===== config.mk =====
export PLATFORM = sky130hd
export DESIGN_NAME = card_arbiter
export DESIGN_NICKNAME = d
export VERILOG_FILES = /design/src/rtl/card_arbiter.sv
export SDC_FILE = /design/constraint.sdc
export NUM_CORES = 1
export LEC_CHECK = 0
export BUFFER_PORTS_ARGS = -buffer_cell sky130_fd_sc_hd__buf_2
export CORE_MARGIN = 10
export CORE_UTILIZATION = 25
export CTS_CLUSTER_DIAMETER = 40
export DETAILED_ROUTE_END_ITERATION = 8
export PLACE_DENSITY = 0.48
export SYNTH_ARGS = -nofsm -noshare
export SYNTH_HDL_FRONTEND = slang
export SYNTH_SLANG_ARGS = --single-unit

===== constraint.sdc =====
create_clock -name CLOCK50 -period 2.45 [get_ports CLOCK50]
set_input_delay 0.49 -clock CLOCK50 [delete_from_list [all_inputs] [get_ports CLOCK50]]
set_output_delay 0.49 -clock CLOCK50 [all_outputs]
set_load 0.02 [all_outputs]

===== src/rtl/card_arbiter.sv =====
// card_arbiter: round-robin owner of card_driver for two clients. Issues the
// sector command for the winner, then steers its byte handshakes to the driver.
module card_arbiter #(
  parameter int SECTOR_BYTES = 512
) (
  input  logic        CLOCK50,
  input  logic        RESET,

  input  logic        C0_REQ,
  input  logic        C0_WE,
  input  logic [31:0] C0_ADDR,
  output logic        C0_GNT,
  output logic        C0_DONE,
  input  logic        C0_WD_STB,
  input  logic [7:0]  C0_WD_DATA,
  output logic        C0_WD_ACK,
  output logic        C0_RES_STB,
  output logic [7:0]  C0_RES_DATA,
  input  logic        C0_RES_ACK,

  input  logic        C1_REQ,
  input  logic        C1_WE,
  input  logic [31:0] C1_ADDR,
  output logic        C1_GNT,
  output logic        C1_DONE,
  input  logic        C1_WD_STB,
  input  logic [7:0]  C1_WD_DATA,
  output logic        C1_WD_ACK,
  output logic        C1_RES_STB,
  output logic [7:0]  C1_RES_DATA,
  input  logic        C1_RES_ACK,

  output logic        WR_STB,
  output logic [31:0] WR_ADDR,
  input  logic        WR_ACK,
  output logic        WD_STB,
  output logic [7:0]  WD_DATA,
  input  logic        WD_ACK,
  output logic        RD_STB,
  output logic [31:0] RD_ADDR,
  input  logic        RD_ACK,
  input  logic        RES_STB,
  input  logic [7:0]  RES_DATA,
  output logic        RES_ACK
);

  // state     | meaning
  // S_IDLE    | no owner; arbitrate among requests
  // S_CMD_WR  | write command to driver, wait WR_ACK
  // S_DATA_WR | route write bytes from owner to driver
  // S_CMD_RD  | read command to driver, wait RD_ACK
  // S_DATA_RD | route result bytes from driver to owner
  typedef enum logic [2:0] {
    S_IDLE    = 3'd0,
    S_CMD_WR  = 3'd1,
    S_DATA_WR = 3'd2,
    S_CMD_RD  = 3'd3,
    S_DATA_RD = 3'd4
  } state_t;

  localparam logic [10:0] LAST_COUNT = 11'(SECTOR_BYTES);

  state_t      state_q, state_d;
  logic        sel_q;
  logic        last_q;
  logic [1:0]  gnt_q;
  logic [1:0]  done_q;
  logic [31:0] addr_q;
  logic [9:0]  cnt_q;

  logic        req_any;
  logic        winner;
  logic        win_we;
  logic [31:0] win_addr;
  logic        cl_wd_stb;
  logic [7:0]  cl_wd_data;
  logic        cl_res_ack;
  logic        wr_xfer;
  logic        rd_xfer;
  logic        xfer;
  logic        last_byte;
  logic        cmd_done;

  // On a tie the client that was not served last wins.
  assign req_any  = C0_REQ | C1_REQ;
  assign winner   = (C0_REQ & C1_REQ) ? ~last_q : C1_REQ;
  assign win_we   = winner ? C1_WE : C0_WE;
  assign win_addr = winner ? C1_ADDR : C0_ADDR;

  assign cl_wd_stb  = sel_q ? C1_WD_STB  : C0_WD_STB;
  assign cl_wd_data = sel_q ? C1_WD_DATA : C0_WD_DATA;
  assign cl_res_ack = sel_q ? C1_RES_ACK : C0_RES_ACK;

  assign wr_xfer   = (state_q == S_DATA_WR) & cl_wd_stb & WD_ACK;
  assign rd_xfer   = (state_q == S_DATA_RD) & RES_STB & cl_res_ack;
  assign xfer      = wr_xfer | rd_xfer;
  assign last_byte = xfer & (({1'b0, cnt_q} + 11'd1) == LAST_COUNT);
  assign cmd_done  = ((state_q == S_CMD_WR) & WR_ACK) | ((state_q == S_CMD_RD) & RD_ACK);

  assign C0_GNT  = gnt_q[0];
  assign C1_GNT  = gnt_q[1];
  assign C0_DONE = done_q[0];
  assign C1_DONE = done_q[1];

  always_ff @(posedge CLOCK50 or negedge RESET) begin
    if (!RESET) begin
      state_q <= S_IDLE;
    end else begin
      state_q <= state_d;
    end
  end

  always_comb begin
    state_d = state_q;
    case (state_q)
      S_IDLE:    if (req_any) state_d = win_we ? S_CMD_WR : S_CMD_RD;
      S_CMD_WR:  if (WR_ACK) state_d = S_DATA_WR;
      S_DATA_WR: if (last_byte) state_d = S_IDLE;
      S_CMD_RD:  if (RD_ACK) state_d = S_DATA_RD;
      S_DATA_RD: if (last_byte) state_d = S_IDLE;
      default:   state_d = S_IDLE;
    endcase
  end

  // Owner, latched command and byte count; request inputs are only looked at in IDLE.
  always_ff @(posedge CLOCK50 or negedge RESET) begin
    if (!RESET) begin
      sel_q  <= 1'b0;
      last_q <= 1'b1;
      gnt_q  <= 2'b00;
      done_q <= 2'b00;
      addr_q <= 32'd0;
      cnt_q  <= 10'd0;
    end else begin
      done_q <= 2'b00;
      if ((state_q == S_IDLE) && req_any) begin
        sel_q  <= winner;
        gnt_q  <= winner ? 2'b10 : 2'b01;
        addr_q <= win_addr;
      end
      if (cmd_done || last_byte) begin
        cnt_q <= 10'd0;
      end else if (xfer) begin
        cnt_q <= cnt_q + 10'd1;
      end
      if (last_byte) begin
        gnt_q  <= 2'b00;
        done_q <= sel_q ? 2'b10 : 2'b01;
        last_q <= sel_q;
      end
    end
  end

  always_comb begin
    WR_STB      = 1'b0;
    WR_ADDR     = 32'd0;
    RD_STB      = 1'b0;
    RD_ADDR     = 32'd0;
    WD_STB      = 1'b0;
    WD_DATA     = 8'd0;
    RES_ACK     = 1'b0;
    C0_WD_ACK   = 1'b0;
    C1_WD_ACK   = 1'b0;
    C0_RES_STB  = 1'b0;
    C1_RES_STB  = 1'b0;
    C0_RES_DATA = 8'd0;
    C1_RES_DATA = 8'd0;
    case (state_q)
      S_CMD_WR: begin
        WR_STB  = 1'b1;
        WR_ADDR = addr_q;
      end
      S_CMD_RD: begin
        RD_STB  = 1'b1;
        RD_ADDR = addr_q;
      end
      S_DATA_WR: begin
        WD_STB  = cl_wd_stb;
        WD_DATA = cl_wd_data;
        if (sel_q) C1_WD_ACK = WD_ACK;
        else       C0_WD_ACK = WD_ACK;
      end
      S_DATA_RD: begin
        RES_ACK = cl_res_ack;
        if (sel_q) begin
          C1_RES_STB  = RES_STB;
          C1_RES_DATA = RES_DATA;
        end else begin
          C0_RES_STB  = RES_STB;
          C0_RES_DATA = RES_DATA;
        end
      end
      default: ;
    endcase
  end

endmodule


==> results.yml <==
setup_path:
  worst-endpoint-required_ns: 1.96
  cp_data_arrival_time_ns: 1.82
  critPathTopFamily: "simple AND/OR/NAND/NOR gates"
  endpoint_kind: "output port"
  critical-path-slowest-cell: "or3b_1"
  cp.buffers_inverters: 1
  worst_path_cell_chain: "or3b_1 -> nor2_2 -> and2_1 -> buf_2"
  critical_path_peak_fanout: 9
  worstSetupStartpointType: "flop"
  cp_slowest_stage_delay_ns: 0.51
  path_class: "reg2out"
clock_network:
  clk_pin_slew_worst_paths_ns: 0.07
  clockBufferDepth: 2
  h_tree_levels: 2
  cts-buffers-inserted: 5
  cts_hold_buf: 0
  worst_skew_pair.late_latency_ns: 0.29
  tritoncts_num_sinks: 51
  clock-root-buffer: "clkbuf_16"
  clock_tree_from_tritoncts: "built"
timing:
  hold_viol: 0
  setup-violations-final: 0
  fmax_mhz: 432.8
  slew_violations: 0
  headroom_to_the_max_slew_limit_pct: 60.12
  final_min_period_over_clock_period_pct: 94.30
  timing.clock.skew_ns: 0.004130
  finalHoldWorstSlack_ns: 0.1999
  finalWorstPathRequiredPeriod_ns: 2.310
  setup_total_negative_slack_ns: 0
  rsz0062_at_grt: "no"
  tightestPinTransition_ns: 0.5982
layout:
  multi_input_area_mm2: 0.001881
  final_common_cell: "buf_2"
  final_cell_mix: "201 x buf_2, 82 x and2_1, 61 x nor2_1, 49 x dfrtp_1, 44 x mux2i_1"
  antenna_cells_inserted: 0
  filler_cell_count: 1347
  final_nets: 667
  syn2layout_area_growth_pct: 43.17
  drive_above_1_share_pct: 41.31
  sequential_cell_area_mm2: 0.001279
floorplan:
  initial_core_utilization_pct: 25.65
  dieArea_mm2: 0.01802
  floorplan.core_area_mm2: 0.01272
  horizontal_die_dimension_um: 134.2
  design.portCount: 202
  floorplan.die.height_um: 134.2
  rows: 41
logic_synthesis:
  syn_inst: 370
  synth.cell_area_mm2: 0.003263
  postSynth.asyncResetShare_pct: 100.0
  yosys_register_bits: 51
  synth.distinct_cells: 39
  synth_edf_count: 0
  post_synthesis_net_count: 474
  yosysSeqAreaShare_pct: 39.15
  synth_warnings: 0
  post_synth.cell_area_avg_um2: 8.819
  synth_top_flop_cell: "dfrtp_1"
grt:
  number_of_antenna_violations_at_the_first_check_in_global_routing: 0
  first_pass_grt_wire_length_um: 18450
  first_global_vias: 3560
  aggregate_global_route_resource_usage_pct: 12.24
  grt-ovfl-total: 0
  grt_start_max_net_pins: 61
route:
  postRouteAntennaNets: 0
  detail_route.first_pass.iterations: 4
  wire_per_inst_um: 15.47
  drc_errors: 0
  routed_via_density: 4.378
  dr.first_iter.drc_count: 124
  detailroute.via_count: 3222
  detail_route.wirelength_um: 11390
pwr:
  power.leakage_uw: 0.002540
  clock_power_share_pct: 13.8
  power.net_switching_uw: 2372
  power.combinational.fraction_pct: 57.4
  swShare_pct: 47.19
  powerDensity_mw_per_mm2: 1076
  power.ir.vdd_worst_v: 0.0003866
  seqPwrFrac_pct: 28.9
  cellInternalPower_uw: 2654
job:
  maxCapViolations: 0
place:
  portBuffers: 201
  gp_congestion: 0.8349
  place_hpwl_um: 9189
status:
  outcome: "completed"
worst_hold_path:
  worstHoldPathType: "in2async"
layer usage:
layer  vias up  GRT usage [%]  wire length (um)
met1      1443          14.73              4783
met3         6          5.751              1205
met5         -              0                 0
met4         0          1.451                38
li1       1625              -                 -
met2       148          19.97              5362
cell usage after synthesis, drive strengths merged (2+ instances only):
cell | n | share of area [%]
nand3 | 5 | 0.77
inv | 3 | 0.35
clkbuf | 18 | 2.1
and2 | 82 | 16
dfrtp | 50 | 38
mux2 | 2 | 0.81
ha | 2 | 0.77
o21ai | 2 | 0.31
nor2 | 63 | 7.2
nand4 | 5 | 0.96
xnor2 | 2 | 0.54
xor2 | 8 | 2.1
buf | 10 | 1.6
nor4 | 3 | 0.58
a22oi | 2 | 0.46
nor3 | 6 | 0.92
mux2i | 44 | 13
a21oi | 33 | 5.1
and3 | 4 | 0.77
a211o | 2 | 0.54
a32o | 2 | 0.61
nand2 | 9 | 1.3
timing repair:
item	4_1_cts	5_1_grt
resized for setup	2	1
endpoints found under the setup margin	16	16
hold endpoints to repair	0	0
pin swaps	0	0
buffers inserted	0	0
flip-flops by register name, summed over array words and instances (netlist names):
signal   count
gnt_q        2
addr_q      32
state_q      3
sel_q        1
last_q       1
cnt_q       10
done_q       2
metrics by stage:
stage / cell area [um^2] / cells / total power (uW) / utilization (%) / setup slack [ns]
final: 4672 / 736 / 5026 / 36.72 / 0.1395
after global routing: 4672 / 736 / 5476 / 36.72 / 0.01984
after CTS: 4671 / 736 / 5124 / 36.71 / 0.05527
after detailed placement: 4521 / 728 / 4394 / 35.53 / 0.2677
after global placement: 4521 / 728 / 4369 / 35.53 / 0.3434
after floorplan: 3263 / 370 / 3318 / - / 0.2706
power by group through the flow:
stage | clock [uW] | combinational (uW) | sequential [uW]
after floorplan | 0 | 1970 | 1350
after global placement | 0 | 2920 | 1450
after detailed placement | 0 | 2940 | 1450
after CTS | 719 | 2950 | 1460
after global routing | 757 | 3210 | 1510
final | 691 | 2880 | 1450
layout make-up:
| cell class | count | area share [%] |
|---|---|---|
| inverter | 3 | 0.2410 |
| clock buffer | 6 | 2.758 |
| timing repair buffer | 214 | 24.42 |
| multi-input combinational | 288 | 40.25 |
| sequential | 51 | 27.37 |
| clock inverter | 2 | 0.3482 |
| tap | 172 | 4.606 |
worst paths after layout:
check	start	endpoint	slack, ns	cells past startpoint
max	state_q[2]	C0_RES_DATA[1]	0.14	4
min	RESET	addr_q[12]	0.20	1
max reg2reg	state_q[2]	cnt_q[1]	0.32	5
min reg2reg	addr_q[3]	addr_q[3]	0.54	2
max in group asynchronous	RESET	addr_q[4]	1.69	2
min in group CLOCK50	RD_ACK	state_q[2]	0.47	2
cell families after synthesis:
logic type	Yosys count	share of synthesized area, %
xor+xnor	10	2.684
mux	46	14.30
compound gates	48	9.510
simple gates	182	29.52
buf+inv	31	4.064
flops	51	39.15
fa+ha+maj	2	0.7667
(Power assumes the default switching activity.)
